`config.mk`:
```
export PLATFORM = sky130hd
export DESIGN_NAME = quad_decoder
export DESIGN_NICKNAME = d
export VERILOG_FILES = /design/src/rtl/quad_decoder.sv
export SDC_FILE = /design/constraint.sdc
export NUM_CORES = 1
export LEC_CHECK = 0
export CAP_MARGIN = 20
export CORE_MARGIN = 2
export CORE_UTILIZATION = 54
export DETAILED_ROUTE_END_ITERATION = 12
export GPL_TIMING_DRIVEN = 1
export PLACE_DENSITY = 0.75
export SYNTH_ARGS = -nofsm -noshare
export SYNTH_HDL_FRONTEND = slang
export SYNTH_SLANG_ARGS = --single-unit
```
`constraint.sdc`:
```
create_clock -name clk -period 1.85 [get_ports clk]
set_input_delay 0.185 -clock clk [delete_from_list [all_inputs] [get_ports clk]]
set_output_delay 0.185 -clock clk [all_outputs]
set_load 0.005 [all_outputs]
```
`src/rtl/quad_decoder.sv`:
```
// Quadrature rotary-encoder decoder: two-flop synchroniser, per-phase debounce,
// Gray-code step decode with illegal-jump flagging, and a start-up priming window.
module quad_decoder #(
  parameter int dbw = 4,
  parameter bit x4  = 1'b1
) (
  input  logic       clk,
  input  logic       reset,
  input  logic       a,
  input  logic       b,
  output logic       ena,
  output logic       dir,
  output logic       err,
  output logic [1:0] state
);

  localparam int               INIT_W    = dbw + 1;
  localparam logic [dbw-1:0]   CNT_ONE   = dbw'(1);
  localparam logic [dbw-1:0]   CNT_MAX   = '1;
  localparam logic [INIT_W-1:0] INIT_ONE  = INIT_W'(1);
  localparam logic [INIT_W-1:0] INIT_LAST = INIT_W'((1 << dbw) + 1);

  // Modular distance between Gray positions gives the step kind directly.
  typedef enum logic [1:0] {
    STEP_NONE = 2'd0,
    STEP_UP   = 2'd1,
    STEP_ERR  = 2'd2,
    STEP_DOWN = 2'd3
  } step_e;

  logic [1:0]            sync1_q, sync1_d;
  logic [1:0]            sx_q, sx_d;
  logic [1:0]            deb_q, deb_d;
  logic [1:0]            prev_q, prev_d;
  logic [1:0][dbw-1:0]   cnt_q, cnt_d;
  logic [INIT_W-1:0]     init_cnt_q, init_cnt_d;
  logic                  primed_q, primed_d;
  logic                  ena_q, ena_d;
  logic                  dir_q, dir_d;
  logic                  err_q, err_d;
  step_e                 step;

  function automatic logic [1:0] gray2bin(input logic [1:0] g);
    return {g[1], g[1] ^ g[0]};
  endfunction

  always_comb begin : sync_next
    sync1_d = {a, b};
    sx_d    = sync1_q;
  end

  always_comb begin : debounce_next
    // NOTE: every variable gets a default first so no path can infer a latch.
    deb_d      = deb_q;
    cnt_d      = cnt_q;
    init_cnt_d = init_cnt_q;
    primed_d   = primed_q;
    if (!primed_q) begin
      // Track the pins directly so an encoder resting off 00 does not strobe.
      deb_d = sx_q;
      cnt_d = '0;
      if (init_cnt_q == INIT_LAST) primed_d = 1'b1;
      else                         init_cnt_d = init_cnt_q + INIT_ONE;
    end else begin
      for (int i = 0; i < 2; i++) begin
        if (sx_q[i] == deb_q[i]) begin
          cnt_d[i] = '0;
        end else if (cnt_q[i] != CNT_MAX) begin
          cnt_d[i] = cnt_q[i] + CNT_ONE;
        end else begin
          deb_d[i] = sx_q[i];
          cnt_d[i] = '0;
        end
      end
    end
  end

  always_comb begin : decode_next
    step   = step_e'(gray2bin(deb_q) - gray2bin(prev_q));
    prev_d = deb_q;
    ena_d  = 1'b0;
    err_d  = 1'b0;
    dir_d  = dir_q;
    if (primed_q) begin
      unique case (step)
        STEP_UP: begin
          if (x4 || deb_q == 2'b00) begin
            ena_d = 1'b1;
            dir_d = 1'b1;
          end
        end
        STEP_DOWN: begin
          if (x4 || deb_q == 2'b00) begin
            ena_d = 1'b1;
            dir_d = 1'b0;
          end
        end
        STEP_ERR: err_d = 1'b1;
        default:  ;
      endcase
    end
  end

  // NOTE: all state is small control logic, so every flop is cleared on reset.
  always_ff @(posedge clk or negedge reset) begin
    if (!reset) begin
      sync1_q    <= '0;
      sx_q       <= '0;
      deb_q      <= '0;
      prev_q     <= '0;
      cnt_q      <= '0;
      init_cnt_q <= '0;
      primed_q   <= 1'b0;
      ena_q      <= 1'b0;
      dir_q      <= 1'b0;
      err_q      <= 1'b0;
    end else begin
      // NOTE: non-blocking so every flop samples pre-edge values.
      sync1_q    <= sync1_d;
      sx_q       <= sx_d;
      deb_q      <= deb_d;
      prev_q     <= prev_d;
      cnt_q      <= cnt_d;
      init_cnt_q <= init_cnt_d;
      primed_q   <= primed_d;
      ena_q      <= ena_d;
      dir_q      <= dir_d;
      err_q      <= err_d;
    end
  end

  assign ena   = ena_q;
  assign dir   = dir_q;
  assign err   = err_q;
  assign state = deb_q;

endmodule

```
# After elaboration in Yosys (flattened, before gate mapping)
# Index checks and enable logic that the tools add are counted.
# Widths: inputs -> output; s select.
# word_totals
register_bits	25
latchBits	0
ram_bits	0
rom_bits	0
out_inout_bits	5
word_cells	55
memories	0
# classes
addsub	4
n_mul	0
n_div	0
magnitude_cmp	0
eq_ne	12
n_shift	0
muxes	17
bitwise	4
reduce_logical	6
# op_table
op	count
$mux 4	4
$mux 1	10
$add 4x1->4 const B	2
$mux 8	1
$ne 2x2->1 const B	4
$ne 4x4->1 const B	2
$reduce_and 2->1	4
$add 5x1->5 const B	1
$eq 5x5->1 const B	1
$eq 2x2->1 const B	2
$eq 1x1->1	2
$eq 2x1->1 const B	1
$mux 2	1
$not 1->1	2
$pmux 1 s2	1
$reduce_bool 2->1	1
$reduce_or 2->1	1
$sub 2x2->2	1
$xor 1x1->1	2

# Longest topological paths before layout
# Gate-level depths: netlist of the first run.
# depth
word_depth	6
mapped_depth	5

# Least setup slack after synthesis of the first run
# No wires, ideal clock.
# synth_timing
path_kind	reg2reg
startpoint	register deb_q[1], in the netlist state[1]
endpoint	register err_q, in the netlist err
setup_time_ns	0.120
arrival_ns	1.213
t_required_ns	1.730
slack_ns	0.518
path_stages_with_launch	6
path_buffers	0
period_less_slack_ns	1.332
cell_sequence	dfrtp_1 -> xnor2_1 -> ha_1 -> xnor2_1 -> xnor2_1 -> and3_1
# synth_between
elab_chain_len	5
# synth_rtl
item	line	rtl
start, declared	33	logic [1:0] deb_q, deb_d;
start signal, assigned	109	deb_q <= '0;
start signal, assigned	121	deb_q <= deb_d;
$xor 1x1->1	44	return {g[1], g[1] ^ g[0]};
$sub 2x2->2 (*)	79	step = step_e'(gray2bin(deb_q) - gray2bin(prev_q));
$eq 2x2->1 (*)	85	unique case (step)
$mux 1 (*)	85	
$mux 1 (*)	84	if (primed_q) begin
named net err_d	40	logic err_q, err_d;
end signal, assigned	128	err_q <= err_d;
end, declared	40	
# The timed path passes the listed nets; every way through them passes the cells marked *.
# A chain may end at the register's enable or synchronous reset.

# Worst setup path after layout of the first run
# layout_timing
startpoint	register deb_q[1], in the netlist state[1]
endpoint	output state[1]
# layout_rtl
item	line	rtl
end, declared	14	output logic [1:0] state
# No word-level cell between the ends.

==> run_results.csv, run 1 <==
group,metric,value,unit
outcome,status,"completed",
die,coreArea,0.00176,mm²
place,hpwlAfterDp,1050,µm
synthesis,syn_area_per_cell,13.6,µm²
die,die-area,0.00228,mm²
cells_and_area,regArea,626,µm²
setup_path,cp_top_family,"buffers and inverters",
cells_and_area,final_common_cell,"dfrtp_1",
sta,fmax,0.660,GHz
global_routing,grt_pass1_wl,2420,µm
synthesis,netlist.area_leader.share,60.5,%
clocking,clk_latency,0.30,ns
global_routing,grt_max_degree,26,
clocking,root_buffer,"clkbuf_4",
synthesis,synth_area,0.00103,mm²
clocking,clk_path_buf_depth,2,
cells_and_area,stdcell_count,113,
cells_and_area,multi_input_comb_area,397,µm²
detailed_routing,drt-total-wl,1380,µm
setup_path,start_kind,"register",
detailed_routing,antenna_left,0,
setup_path,crit_buf_inv,1,
sta,hold_viol_final,0,
power,peakVddDrop,0.536,mV
sta,slew_violations,0,
synthesis,ys_seq_elements,25,
sta,skew,0.00340,ns
place,finalWeightedCongestion,0.717,
sta,fin_setup_tns,0,ns
setup_path,crit_path_max_fanout,6,
sta,rsz0062_at_grt,"false",
global_routing,grt_usage,15.5,%
sta,slew_headroom,73.8,%
cells_and_area,n_antenna_cell,0,
clocking,cts_hold_buf,0,
die,rows,15,
setup_path,cp.required,1.66,ns
synthesis,syn-num-nets,85,
sta,worst_pin_slew,0.394,ns
setup_path,crit_arrival,1.33,ns
clocking,clk_pin_slew,0.12,ns
place,port_buffers,8,
cells_and_area,mostFrequentLayoutCells,"25 x dfrtp_1, 8 x clkdlybuf4s50_1, 6 x xor2_1, 6 x xnor2_1",
setup_path,crit_type,"reg2out",
synthesis,syn_inst,76,
synthesis,synth.area.top_cells,"dfrtp_1 60%, ha_1 6.0%, xnor2_1 5.1%",
sta,setup_viol,0,
hold_path,hold_path_class,"in2async",
cells_and_area,syn_to_final_growth,13.5,%
clocking,cts_resized,0,
synthesis,ys_types,23,
run,drv_cap,0,
die,start_util,58.7,%
sta,fin_crit_sh,81.9,%
clocking,htree_num_levels,1,
setup_path,end_kind,"output port",
place,post-place-cells,109,
detailed_routing,drt_iter0_drc,8,
sta,holdWs,0.226,ns
power,powerDensity,844,mW/mm²
die,ioPinCount,9,
cells_and_area,drive_above_1_share,11.4,%
sta,period_minus_slack,1.51,ns
detailed_routing,avgViaCountPerCell,5.07,
clocking,cts_sinks,25,
detailed_routing,drc_errors,0,
die,die_w,47.8,µm
setup_path,path_cells,"clkdlybuf4s50_1",
global_routing,overflow,0,
clocking,cts_setup_buffers,0,
cells_and_area,fin_util,66.6,%
clocking,cts_tree,"built",
setup_path,r2r_slack,0.44,ns
detailed_routing,wire_per_inst,12.2,µm
setup_path,cp_slowest_stage_delay,0.54,ns
power,leakagePower,0.533,nW
synthesis,ys_warn_count,0,
detailed_routing,firstDrtPassIters,4,
global_routing,antenna_found_initial,0,
setup_path,slowest_stage,"clkdlybuf4s50_1",
die,die_h,47.8,µm
clocking,cts_buffers,3,
global_routing,grt_pass1_vias,587,
cells_and_area,nets,98,
power,p_total,0.992,mW
synthesis,synth_sequential_area_ratio,60.5,%
detailed_routing,num_vias,573,
synthesis,synth_top_cell_by_area,"dfrtp_1",
cells_and_area,num-fill-cells,144,
==> cells by family after synthesis <==
family,synth area share [%]
compound gates,6.17
xor+xnor,10.2
fa+ha+maj,6.05
buf+inv,1.21
flops,60.5
mux,3.87
simple gates,12.1
==> stage by stage <==
step                setup WS (ns)  instance area, µm²
global route                0.247                1170
global placement            0.509                1150
detailed placement          0.464                1150
floorplan                   0.518                1030
finish                      0.336                1170
CTS                         0.312                1170
==> power by group <==
part           switching [mW]  internal, mW
logic                  0.0579        0.0843
registers              0.0325         0.593
clock network           0.140        0.0839
==> worst paths after layout <==
path                            cells past startpoint             to  startpoint
min in group clk                                    1        sx_d[0]           b
worst min-delay path                                2  init_cnt_q[4]       reset
worst max register to register                      5            err    state[1]
max in group asynchronous                           2       cnt_q[2]       reset
worst max-delay path                                1       state[1]    state[1]
worst min register to register                      0        sx_q[0]     sx_d[0]
==> area by class of cell <==
class | instances | area share (%)
clock buffers | 4 | 2.24
well taps | 25 | 2.66
inverters | 2 | 0.639
flip-flops and latches | 25 | 53.2
repair buffers | 9 | 7.45
multi-input cells | 48 | 33.8
==> synth_stat cells <==
library cell / number
a21oi_1: 1
mux2i_1: 1
and3_1: 3
nor2b_1: 2
xor2_1: 6
nand3_1: 4
a311oi_2: 1
nor2_1: 5
xnor2_1: 6
inv_1: 2
and3_2: 1
dfrtp_1: 25
nand2_1: 3
nand4b_1: 2
a22o_1: 1
a31oi_4: 1
a31oi_1: 1
buf_2: 1
mux2_4: 2
nand2b_1: 1
a21o_1: 1
ha_1: 5
nor3b_2: 1
==> flip-flops by register name, summed over array words and instances, names as in the netlist <==
register    count
err             1
primed_q        1
prev_q          2
sx_q            2
dir             1
ena             1
sx_d            2
cnt_q           8
init_cnt_q      5
state           2
==> per-layer routing <==
| layer | share of wire [%] | vias to the layer above | track usage, % | wire length, µm |
|---|---|---|---|---|
| met2 | 54 | 7 | 28.3 | 751 |
| met4 | 0 | 0 | 6.49 | 0 |
| met5 | 0 | - | 0 | 0 |
| li1 | - | 281 | - | - |
| met1 | 43 | 285 | 17.3 | 594 |
| met3 | 2.7 | 0 | 3.40 | 38 |
(Power assumes the default switching activity.)
==> run 2, diff against run 1 <==
==> constraint.sdc (replaced) <==
create_clock -name clk -period 1.4 [get_ports clk]
set_input_delay 0.14 -clock clk [delete_from_list [all_inputs] [get_ports clk]]
set_output_delay 0.14 -clock clk [all_outputs]
set_load 0.005 [all_outputs]
==> run 2 against run 1 <==
Against the previous run:
- routed wire length grew 8.5%
- sequential share of layout area fell by 3.6 points
- worst setup slack got worse by 0.31 ns
- hold slack worse by 0.067 ns
- largest cell class unchanged
- first-iteration DRC count decreased by 88%
- sequential power grew 32%
- global-route usage rose by 0.23 points
- clock power rose by 38%
- non-clock buffer count up 5
- highest routed layer is now met4
==> run_results.csv, run 2 (synthesized netlist as in run 1, its figures left out) <==
group,metric,value,unit
clocking,clk_path_buf_depth,2,
detailed_routing,antenna_left,0,
power,switchingPower,0.341,mW
sta,hold_viol_final,0,
clocking,cts_tree,"built",
setup_path,start_kind,"register",
sta,setup_viol,0,
cells_and_area,reg.largest.list,"cnt_q (8), init_cnt_q (5)",
clocking,cts_buffers,3,
clocking,clk_pin_slew,0.14,ns
die,rows,15,
sta,rsz0062_at_grt,"true",
cells_and_area,drive_above_1_share,23.7,%
die,coreArea,0.00176,mm²
setup_path,end_kind,"register",
detailed_routing,num_vias,605,
clocking,cts_hold_buf,0,
power,leakagePower,0.581,nW
place,port_buffers,8,
cells_and_area,nets,103,
cells_and_area,n_antenna_cell,0,
cells_and_area,top_register,"cnt_q",
cells_and_area,syn_to_final_growth,22.0,%
outcome,status,"completed",
setup_path,cp_top_family,"XOR/XNOR gates",
global_routing,overflow,0,
die,start_util,58.7,%
sta,skew,0.0161,ns
sta,fin_crit_sh,98.5,%
power,powerDensity,1090,mW/mm²
cells_and_area,num-fill-cells,123,
global_routing,grt_pass1_vias,604,
sta,slew_violations,0,
clocking,clk_latency,0.32,ns
power,p_int,1.04,mW
run,drv_cap,0,
power,p_comb_share,17.4,%
detailed_routing,drc_errors,0,
global_routing,grt_max_degree,26,
cells_and_area,stdcell_area,0.00126,mm²
cells_and_area,largest_reg_flops,8,
sta,fin_setup_tns,0,ns
place,finalWeightedCongestion,0.731,
detailed_routing,firstDrtPassIters,2,
power,power.share.switching,24.8,%
global_routing,grt_pass1_wl,2370,µm
die,die-area,0.00228,mm²
global_routing,grt_usage,15.8,%
die,die_h,47.8,µm
global_routing,antenna_found_initial,0,
setup_path,crit_buf_inv,1,
power,p_total,1.38,mW
setup_path,crit_arrival,1.65,ns
cells_and_area,mostFrequentLayoutCells,"24 x dfrtp_1, 6 x xor2_1, 5 x nor2_1, 5 x clkdlybuf4s50_1",
setup_path,crit_path_max_fanout,2,
detailed_routing,drt_iter0_drc,1,
sta,fmax,0.725,GHz
power,clock_power_share,22.5,%
sta,period_minus_slack,1.38,ns
setup_path,cp_slowest_stage_delay,0.42,ns
sta,holdWs,0.160,ns
power,p_seq_share,60.1,%
detailed_routing,avgViaCountPerCell,5.13,
sta,worst_pin_slew,0.400,ns
setup_path,crit_type,"reg2reg",
setup_path,slowest_stage,"dfrtp_1",
die,ioPinCount,9,
cells_and_area,final_common_cell,"dfrtp_1",
cells_and_area,fin_util,71.6,%
sta,slew_headroom,73.3,%
hold_path,hold_path_class,"in2async",
setup_path,path_cells,"buf_6, xnor2_4, ha_4, xnor2_2, xnor2_1, and3_1",
clocking,root_buffer,"clkbuf_4",
die,die_w,47.8,µm
detailed_routing,drt-total-wl,1500,µm
setup_path,cp.required,1.67,ns
place,hpwlAfterDp,979,µm
power,peakVddDrop,0.875,mV
clocking,htree_num_levels,1,
clocking,cts_sinks,25,
place,place_area,0.00116,mm²
detailed_routing,wire_per_inst,12.7,µm
==> run 2: area by class of cell <==
class / count / area [µm²] / share of cell area (%)
timing repair buffer: 14 / 129 / 10.2
tap: 25 / 31.3 / 2.48
clock inverter: 1 / 7.51 / 0.595
inverter: 2 / 7.51 / 0.595
multi-input combinational: 48 / 438 / 34.7
sequential: 25 / 627 / 49.7
clock buffer: 3 / 22.5 / 1.78
==> run 2: power by group through the flow <==
stage	clock network [mW]	logic (mW)	registers, mW
floorplan	0	0.0956	0.837
global placement	0	0.193	0.834
detailed placement	0	0.198	0.839
CTS	0.327	0.203	0.824
global route	0.359	0.267	0.834
finish	0.310	0.240	0.827
==> run 2: layer usage <==
| layer | track usage [%] | routed length (µm) | vias up |
|---|---|---|---|
| li1 | - | - | 295 |
| met1 | 16.3 | 643 | 297 |
| met2 | 27.7 | 785 | 11 |
| met3 | 7.55 | 58 | 2 |
| met4 | 5.41 | 13 | 0 |
| met5 | 0 | 0 | - |
==> run 2: per-stage QoR <==
| stage | instances | worst slack, ns |
|---|---|---|
| 6_report | 118 | 0.0212 |
| 5_1_grt | 118 | -0.0414 |
| 4_1_cts | 117 | -0.0223 |
| 3_5_place_dp | 111 | 0.116 |
| 3_3_place_gp | 111 | 0.143 |
| 2_1_floorplan | 76 | 0.0676 |
==> run 2: path summary, 6_finish.rpt <==
| kind | from | endpoint | slack [ns] | cells past startpoint |
|---|---|---|---|---|
| worst max-delay path | state[0] | err | 0.02 | 6 |
| worst min-delay path | reset | cnt_q[3] | 0.16 | 2 |
| worst max register to register | state[0] | err | 0.02 | 6 |
| worst min register to register | sx_d[1] | sx_q[1] | 0.36 | 0 |
| max in group asynchronous | reset | cnt_q[6] | 0.99 | 2 |
| min in group clk | b | sx_d[0] | 0.26 | 1 |
==> run 2: worst reg2reg max path, stage by stage (launching register included) <==
cell and delay (ns):
dfrtp_1 0.42, buf_6 0.13, xnor2_4 0.12, ha_4 0.17, xnor2_2 0.13, xnor2_1 0.19
and3_1 0.18
==> run 2: repair_timing <==
action,4_1_cts,5_1_grt
buffers inserted,2,2
pin swaps,0,5
gates resized for setup,3,11
endpoints found under the setup margin,2,3
==> run 3, diff against run 2 <==
--- a/config.mk
+++ b/config.mk
@@ -11,6 +11,7 @@
 export DETAILED_ROUTE_END_ITERATION = 12
 export GPL_TIMING_DRIVEN = 1
 export PLACE_DENSITY = 0.75
+export SLEW_MARGIN = 30
 export SYNTH_ARGS = -nofsm -noshare
 export SYNTH_HDL_FRONTEND = slang
 export SYNTH_SLANG_ARGS = --single-unit
==> results of run 3 <==
Same layout as run 2: the final DEF is identical, and so are final timing and power.
